File: config.mk
export PLATFORM = sky130hd
export DESIGN_NAME = dcache_ctrl_flat
export DESIGN_NICKNAME = d
export VERILOG_FILES = /design/src/rtl/dcache_if.sv /design/src/rtl/dcache_ctrl.sv /design/src/flat_wrapper.sv
export SDC_FILE = /design/constraint.sdc
export NUM_CORES = 2
export LEC_CHECK = 0
export CAP_MARGIN = 25
export CORE_ASPECT_RATIO = 0.8
export CORE_UTILIZATION = 60
export CTS_BUF_LIST = sky130_fd_sc_hd__clkbuf_16
export CTS_CLUSTER_DIAMETER = 50
export CTS_CLUSTER_SIZE = 40
export DETAILED_ROUTE_END_ITERATION = 8
export PLACE_DENSITY = 0.79
export SLEW_MARGIN = 20
export SYNTH_ARGS = -nofsm -noshare
export SYNTH_HDL_FRONTEND = slang
export SYNTH_SLANG_ARGS = --single-unit
File: constraint.sdc
create_clock -name clk -period 6.7 [get_ports clk]
set_input_delay 1.675 -clock clk [delete_from_list [all_inputs] [get_ports clk]]
set_output_delay 1.675 -clock clk [all_outputs]
set_load 0.05 [all_outputs]
File: src/rtl/dcache_if.sv
// Processor data-port and backing-memory bus for the direct-mapped data cache.
// The slave modport is the cache; the master modport is its environment.
interface dcache_if;
    logic        Mem_re;
    logic        Mem_we;
    logic [15:0] d_addr;
    logic [15:0] wrt_data;
    logic [15:0] rd_data;
    logic        d_hit;
    logic        mem_req;
    logic        mem_we;
    logic [13:0] mem_addr;
    logic [63:0] mem_wdata;
    logic [63:0] mem_rdata;
    logic        mem_rdy;

    modport slave (
        input  Mem_re, Mem_we, d_addr, wrt_data, mem_rdata, mem_rdy,
        output rd_data, d_hit, mem_req, mem_we, mem_addr, mem_wdata
    );

    modport master (
        output Mem_re, Mem_we, d_addr, wrt_data, mem_rdata, mem_rdy,
        input  rd_data, d_hit, mem_req, mem_we, mem_addr, mem_wdata
    );
endinterface

File: src/rtl/dcache_ctrl.sv
// Direct-mapped, write-back, write-allocate data cache with combinational hit path
// and a WB/FILL line transfer sequence to 64-bit backing memory.
module dcache_ctrl #(
    parameter int INDEX_BITS = 4
) (
    input  logic    clk,
    input  logic    rst,
    dcache_if.slave bus
);
    localparam int LINES = 1 << INDEX_BITS;
    localparam int TAG_W = 14 - INDEX_BITS;

    typedef enum logic [1:0] {IDLE = 2'd0, WB = 2'd1, FILL = 2'd2} state_t;

    state_t                  state_r;
    logic [LINES-1:0]        valid_r;
    logic [LINES-1:0]        dirty_r;
    logic [63:0]             data_mem_r [LINES];
    logic [TAG_W-1:0]        tag_mem_r  [LINES];
    logic [13:0]             miss_addr_r;

    logic [INDEX_BITS-1:0]   idx_s;
    logic [TAG_W-1:0]        tag_s;
    logic [1:0]              off_s;
    logic [INDEX_BITS-1:0]   miss_idx_s;
    logic [TAG_W-1:0]        miss_tag_s;
    logic                    req_s;
    logic                    hit_s;
    logic [63:0]             line_s;

    assign idx_s      = bus.d_addr[INDEX_BITS+1:2];
    assign tag_s      = bus.d_addr[15:INDEX_BITS+2];
    assign off_s      = bus.d_addr[1:0];
    assign miss_idx_s = miss_addr_r[INDEX_BITS-1:0];
    assign miss_tag_s = miss_addr_r[13:INDEX_BITS];
    assign req_s      = bus.Mem_re | bus.Mem_we;
    assign hit_s      = valid_r[idx_s] & (tag_mem_r[idx_s] == tag_s);
    assign line_s     = data_mem_r[idx_s];
    assign bus.d_hit  = (state_r == IDLE) & req_s & hit_s;

    // Read word select from the indexed line.
    always_comb begin
        bus.rd_data = 16'h0000;
        case (off_s)
            2'd0:    bus.rd_data = line_s[15:0];
            2'd1:    bus.rd_data = line_s[31:16];
            2'd2:    bus.rd_data = line_s[47:32];
            2'd3:    bus.rd_data = line_s[63:48];
            default: bus.rd_data = 16'h0000;
        endcase
    end

    // Control FSM: state, valid/dirty bits, miss address and registered memory-bus outputs.
    always_ff @(posedge clk or posedge rst) begin
        if (rst) begin
            state_r       <= IDLE;
            valid_r       <= '0;
            dirty_r       <= '0;
            miss_addr_r   <= 14'h0000;
            bus.mem_req   <= 1'b0;
            bus.mem_we    <= 1'b0;
            bus.mem_addr  <= 14'h0000;
            bus.mem_wdata <= 64'h0;
        end else begin
            case (state_r)
                IDLE: begin
                    if (req_s && hit_s) begin
                        if (bus.Mem_we) begin
                            dirty_r[idx_s] <= 1'b1;
                        end
                        bus.mem_req   <= 1'b0;
                        bus.mem_we    <= 1'b0;
                        bus.mem_addr  <= 14'h0000;
                        bus.mem_wdata <= 64'h0;
                    end else if (req_s) begin
                        miss_addr_r <= bus.d_addr[15:2];
                        bus.mem_req <= 1'b1;
                        if (valid_r[idx_s] && dirty_r[idx_s]) begin
                            state_r       <= WB;
                            bus.mem_we    <= 1'b1;
                            bus.mem_addr  <= {tag_mem_r[idx_s], idx_s};
                            bus.mem_wdata <= line_s;
                        end else begin
                            state_r       <= FILL;
                            bus.mem_we    <= 1'b0;
                            bus.mem_addr  <= bus.d_addr[15:2];
                            bus.mem_wdata <= 64'h0;
                        end
                    end else begin
                        bus.mem_req   <= 1'b0;
                        bus.mem_we    <= 1'b0;
                        bus.mem_addr  <= 14'h0000;
                        bus.mem_wdata <= 64'h0;
                    end
                end
                WB: begin
                    if (bus.mem_rdy) begin
                        dirty_r[miss_idx_s] <= 1'b0;
                        state_r             <= FILL;
                        bus.mem_we          <= 1'b0;
                        bus.mem_addr        <= miss_addr_r;
                        bus.mem_wdata       <= 64'h0;
                    end else begin
                        state_r <= WB;
                    end
                end
                FILL: begin
                    if (bus.mem_rdy) begin
                        valid_r[miss_idx_s] <= 1'b1;
                        dirty_r[miss_idx_s] <= 1'b0;
                        state_r             <= IDLE;
                        bus.mem_req         <= 1'b0;
                        bus.mem_we          <= 1'b0;
                        bus.mem_addr        <= 14'h0000;
                        bus.mem_wdata       <= 64'h0;
                    end else begin
                        state_r <= FILL;
                    end
                end
                default: begin
                    state_r       <= IDLE;
                    bus.mem_req   <= 1'b0;
                    bus.mem_we    <= 1'b0;
                    bus.mem_addr  <= 14'h0000;
                    bus.mem_wdata <= 64'h0;
                end
            endcase
        end
    end

    // Data and tag arrays carry no reset; validity is tracked by valid_r alone.
    always_ff @(posedge clk) begin
        if (state_r == FILL && bus.mem_rdy) begin
            data_mem_r[miss_idx_s] <= bus.mem_rdata;
            tag_mem_r[miss_idx_s]  <= miss_tag_s;
        end else if (bus.d_hit && bus.Mem_we) begin
            data_mem_r[idx_s][{off_s, 4'b0000} +: 16] <= bus.wrt_data;
        end else begin
            data_mem_r[idx_s] <= data_mem_r[idx_s];
        end
    end
endmodule

File: src/flat_wrapper.sv
// flat-port wrapper written by rule: the top's interface ports become plain ports
module dcache_ctrl_flat 
#(
    parameter int INDEX_BITS = 4
)
  (clk, rst, bus_Mem_re, bus_Mem_we, bus_d_addr, bus_wrt_data, bus_mem_rdata, bus_mem_rdy, bus_rd_data, bus_d_hit, bus_mem_req, bus_mem_we, bus_mem_addr, bus_mem_wdata);
  dcache_if bus_i ();
  input  logic clk;
  input  logic rst;
  input wire logic [$bits(bus_i.Mem_re)-1:0] bus_Mem_re;
  input wire logic [$bits(bus_i.Mem_we)-1:0] bus_Mem_we;
  input wire logic [$bits(bus_i.d_addr)-1:0] bus_d_addr;
  input wire logic [$bits(bus_i.wrt_data)-1:0] bus_wrt_data;
  input wire logic [$bits(bus_i.mem_rdata)-1:0] bus_mem_rdata;
  input wire logic [$bits(bus_i.mem_rdy)-1:0] bus_mem_rdy;
  output wire logic [$bits(bus_i.rd_data)-1:0] bus_rd_data;
  output wire logic [$bits(bus_i.d_hit)-1:0] bus_d_hit;
  output wire logic [$bits(bus_i.mem_req)-1:0] bus_mem_req;
  output wire logic [$bits(bus_i.mem_we)-1:0] bus_mem_we;
  output wire logic [$bits(bus_i.mem_addr)-1:0] bus_mem_addr;
  output wire logic [$bits(bus_i.mem_wdata)-1:0] bus_mem_wdata;
  assign bus_i.Mem_re = bus_Mem_re;
  assign bus_i.Mem_we = bus_Mem_we;
  assign bus_i.d_addr = bus_d_addr;
  assign bus_i.wrt_data = bus_wrt_data;
  assign bus_i.mem_rdata = bus_mem_rdata;
  assign bus_i.mem_rdy = bus_mem_rdy;
  assign bus_rd_data = bus_i.rd_data;
  assign bus_d_hit = bus_i.d_hit;
  assign bus_mem_req = bus_i.mem_req;
  assign bus_mem_we = bus_i.mem_we;
  assign bus_mem_addr = bus_i.mem_addr;
  assign bus_mem_wdata = bus_i.mem_wdata;
  dcache_ctrl #(.INDEX_BITS(INDEX_BITS)) u_core (.clk(clk), .rst(rst), .bus(bus_i));
endmodule
### Word-level counts from Yosys, hierarchy flattened

Memories as Yosys holds them, arrays and structs flattened.
Index checks and enable logic that the tools add are counted.
W data, S select, Z words.

* muxes and demuxes: 113
* shift-type cells: 2
* $add $sub $neg: 1
* reductions and logical operators: 17
* equality and inequality tests: 13
* magnitude comparators: 4
* bitwise operators: 74

Operators with widths (number)
* $mux W64: 7
* $pmux W64 S2: 1
* $mux W1: 81
* $mux W14: 5
* $or A1 B1 Y1: 65
* $pmux W16 S4: 1
* $reduce_or A64 Y1: 1
* $shift A16 B8 Y64 const A: 1
* $shiftx A16 B8 Y64: 1
* $mux W16: 3
* $pmux W14 S3: 1
* $or A16 B16 Y16: 2
* $pmux W16 S2: 1
* $and A16 B16 Y16: 1
* $not A16 Y16: 1
* $eq A10 B10 Y1: 1
* $lt A4 B5 Y1 const B: 2
* $mux W2: 5
* $ne A2 B2 Y1 const B: 5
* $bmux W1 S4: 2
* $demux W1 S4: 2
* $ge A4 B1 Y1 const B: 2
* $neg A6 Y8: 1
* $reduce_and A2 Y1: 4
* other kinds (15): 28

* memory bits (writable): 1184
* output and inout bits: 97
* bits in registers: 128
* word-level logic and storage cells: 234
* input bits: 101
* memories kept: 2

Memories
* u_core.data_mem_r: depth 16, width 64, rd ports 1, clocked after Yosys merged registers in 0, write ports 1, line dcache_ctrl.sv:18 `logic [63:0] data_mem_r [LINES];`
* u_core.tag_mem_r: depth 16, width 10, rd ports 1, clocked after Yosys merged registers in 0, write ports 1, line dcache_ctrl.sv:19 `logic [TAG_W-1:0] tag_mem_r [LINES];`

### Longest topological paths before layout

* depth in word-level cells: 11
* depth in mapped cells: 14
* mapped depth without buffers: 9

### Worst setup path after synthesis

OpenSTA, ideal clock, no wires.

* kind: input -> output
* start point: input bus_d_addr[3]
* end point: output bus_rd_data[0]
* arrival time: 4586 ps
* path buffers: 6
* required time: 5025 ps
* cell stages on the path: 10
* slack: 439 ps
* path through: buf_4 > buf_6 > buf_2 > buf_2 > clkbuf_1 > buf_1 > mux4_2 > mux4_2 > a222oi_1 > a21oi_1

* longest elaborated chain between the ends: 2

RTL lines
* from (decl): line flat_wrapper.sv:12 `input wire logic [$bits(bus_i.d_addr)-1:0] bus_d_addr;`
* $mem_v2 Z16 W64
* $pmux W16 S4: line dcache_ctrl.sv:44 `case (off_s)`
* to (decl): line flat_wrapper.sv:16 `output wire logic [$bits(bus_i.rd_data)-1:0] bus_rd_data;`

Every way passes these cells.

### Worst setup path in the final report

* start point: input bus_d_addr[2]
* end point: output bus_rd_data[14]

Same word-level chain as after synthesis.

==> reports/qor.yml <==
layout:
  final_core_util_pct: 68.99
  layoutNonFillerInstCount: 4214
  drive_above_1_share_pct: 26.97
  fillers: 5187
  fin_nets: 3049
  area.growth.synth_to_final_pct: 14.05
timing:
  final-max-slew-violation-count: 0
  tightestPinTransition_ns: 1.111
  skew_ns: 0.04227
  whs_ns: 0.4741
  period_minus_slack_ns: 6.723
  fin_setup_tns_ns: -0.02275
  grt_setup_unrepaired: "no"
  layout_setup_ws_ns: -0.02275
  hold_viol_final: 0
  slew_headroom_pct: 25.93
  fmax_mhz: 148.7
  setup_viol: 1
  fin_crit_sh_pct: 100.3
detailed_routing:
  wl_met3_microns: 21450
  wl_per_cell_microns: 34.74
  m1WireLength_microns: 51140
  viasPerCell: 7.056
  ant_nets: 0
  route.detailed.drc: 0
  routed_wl_microns: 146400
  wl_met2_microns: 67690
  num_vias: 29734
  drtPass1Iterations: 8
  top_layer_used: "met5"
  dr.first_iter.drc_count: 4602
die:
  core_sq_mm: 0.08751
  dieArea_sq_mm: 0.08942
  die_y_microns: 267.7
  initial_core_util_pct: 60.49
  rows: 97
  die_w_microns: 334.1
  io_pins: 198
synthesis:
  avgSynthCellArea_sq_um: 19.76
  syn-cell-area_sq_mm: 0.05293
  synth_top_area_share_pct: 67.17
  yosysSeqAreaShare_pct: 73.22
  syn_nets: 2790
  synth_edf_count: 1184
  yosys_warnings: 0
  ys_top_cells_by_area: "edfxtp_1 (67%), mux4_2 (15%), dfrtp_1 (6.1%), nor2_1 (1.2%), mux2_1 (1.1%)"
  synth_cells: 2679
  ys_ff_latch: 1312
  ys_async_sr_fraction_pct: 9.756
  yosysTopAreaCell: "edfxtp_1"
  synth.distinct_cells: 61
  synth-main-ff-cell: "edfxtp_1"
status:
  violations: "negative setup slack"
  status: "complete, but fails checks"
pwr:
  p_per_area_mw_per_mm2: 365.4
  power_mw: 22.06
  vdd_drop_max_mv: 0.2864
  p_leak_nw: 20.19
setup_path:
  cp_slowest_cell: "a222oi_1"
  cp_common_cell: "mux4_2"
  crit_path_end_kind: "primary output"
  r2r_setup_slack_ns: 2.25
  critPathLaunchType: "input port"
  required_ns: 5.03
  path_class: "input port to primary output"
  crit_fanout: 34
  crit_arrival_ns: 5.05
  cpPeakStageDelay_ns: 1.01
  cp_cell_sequence: "buf_8 -> buf_12 -> mux4_2 -> mux4_2 -> a222oi_1 -> a21oi_1 -> buf_4"
clocking:
  cts_made_buffers: 93
  htreeDepth: 3
  cts_sinks: 1312
  clk_pin_slew_worst_paths_ns: 0.08
  clk_latency_ns: 0.71
  cts_root_buf: "clkbuf_16"
  postCtsSetupBuffers: 0
  cts_tree: "yes"
  ctsHoldBuffers: 0
  clock_path_buffers: 3
  cts_resized: 0
placed_design:
  placed_cells: 4030
  hpwlAfterDp_microns: 88080
  gp_congestion: 0.8992
  portBuffers: 197
grt:
  grt_pass1_vias: 29197
  grt_overflow: 0
  grt_max_degree: 72
  grt_pass1_wl_microns: 208000
  antenna_found_initial: 10
  track_usage_pct: 33.23
hold_path:
  hp-class: "flip-flop to flip-flop"
run:
  maxCapViolCount: 0
[per-layer routing]
layer | vias up | track usage [%]
met5 | - | 0
met4 | 6 | 12.92
met3 | 416 | 10.84
met2 | 2603 | 50.56
met1 | 15233 | 45.22
li1 | 11476 | -
[power breakdown]
part | leakage (nW) | internal (mW) | switching, mW
sequential | 12.4 | 10.8 | 0.521
clock | 1.63 | 3.02 | 3.21
combinational | 6.12 | 1.40 | 3.12
[cells in the mapped netlist, types with 3 or more instances]
master     instances
nor2b_1            9
a2bb2oi_1          8
a222oi_1          16
ha_1              10
buf_4              4
buf_1             31
o21ai_0           69
mux2_1            54
xnor2_1            6
buf_6             11
o41ai_1            9
xor2_1             3
buf_2             44
edfxtp_1        1184
dfrtp_1          128
nor2_1           166
mux4_2           349
and3_1             3
and2_1             3
o31ai_1            7
a31oi_1            3
and3b_1            4
nor3_1             8
mux2_2            36
a21oi_1           41
clkbuf_1          73
nand3_1            5
mux2i_1           60
a22oi_1           24
or2_2             27
nand2b_1           9
a22o_1            67
inv_1             13
nand2_1          154
o211ai_1           3
nand4_1            4
[sequential cells by signal (all words and copies together) (netlist names)]
| signal | cells |
|---|---|
| u_core.tag_mem_r | 160 |
| u_core.bus.mem_we | 1 |
| u_core.data_mem_r | 1024 |
| u_core.dirty_r | 16 |
| u_core.bus.mem_wdata | 64 |
| u_core.bus.mem_addr | 14 |
| u_core.miss_addr_r | 14 |
| u_core.valid_r | 16 |
| u_core.bus.mem_req | 1 |
| u_core.state_r | 2 |
[layout by cell type (no fill, tap or decap), drive strengths merged, types with 7 or more instances in the layout]
cell,instances
clkinvlp,8
dfrtp,128
inv,60
nand2b,9
a22oi,24
nor2,166
nor3,8
buf,151
nor2b,9
clkbuf,95
mux2i,60
diode,8
edfxtp,1184
a222oi,16
clkdlybuf4s50,176
a21oi,42
ha,10
o41ai,9
clkinv,21
o21ai,71
a22o,67
nand2,154
a2bb2oi,8
o31ai,7
mux2,90
mux4,349
or2,27
[area by class of cell]
cell class	instances	area [sq um]	share of cell area, %
Sequential cell	1312	38760	64.20
Multi-Input combinational cell	1190	13560	22.46
Timing Repair Buffer	327	3113	5.157
Clock buffer	95	2377	3.938
Tap cell	1188	1486	2.462
Clock inverter	80	999.7	1.656
Inverter	14	57.56	0.09534
Antenna cell	8	20.02	0.03316
[cell families (layout without fill, tap and decap cells)]
logic type	count (synthesis)	count (layout)	synth area share, %
DFF	1312	1312	73.22
muxes	499	499	17.90
and+or+nand+nor	398	398	3.224
AOI/OAI and AO/OA	274	274	3.723
buffers and inverters	177	516	1.544
adders and majority gates	10	10	0.2364
xor gates and xnor gates	9	9	0.1489
other	0	8	0
[stage by stage]
stage	area, sq um	worst slack (ns)
finish	60370	-0.02275
global route	60350	0.05381
CTS	60330	0.2597
detailed placement	56960	0.2786
global placement	56960	0.2845
floorplan	52930	0.4391
[path summary, 6_finish.rpt]
kind | start | end | cells past startpoint
setup reg to reg | u_core.tag_mem_r[10][5] | u_core.data_mem_r[9][6] | 10
setup / recovery | bus_d_addr[2] | bus_rd_data[14] | 7
max in group asynchronous | rst | u_core.bus.mem_wdata[60] | 3
min in group asynchronous | rst | u_core.bus.mem_wdata[3] | 2
hold / removal | u_core.valid_r[6] | u_core.valid_r[6] | 1
hold reg to reg | u_core.valid_r[6] | u_core.valid_r[6] | 1
[critical path: cells and delay by family]
kind | cells | cell delay [ns]
AOI/OAI and AO/OA | 2 | 1.20
buffers and inverters | 3 | 0.85
muxes | 2 | 1.22
Note: power is estimated with default switching activity, not from simulation.
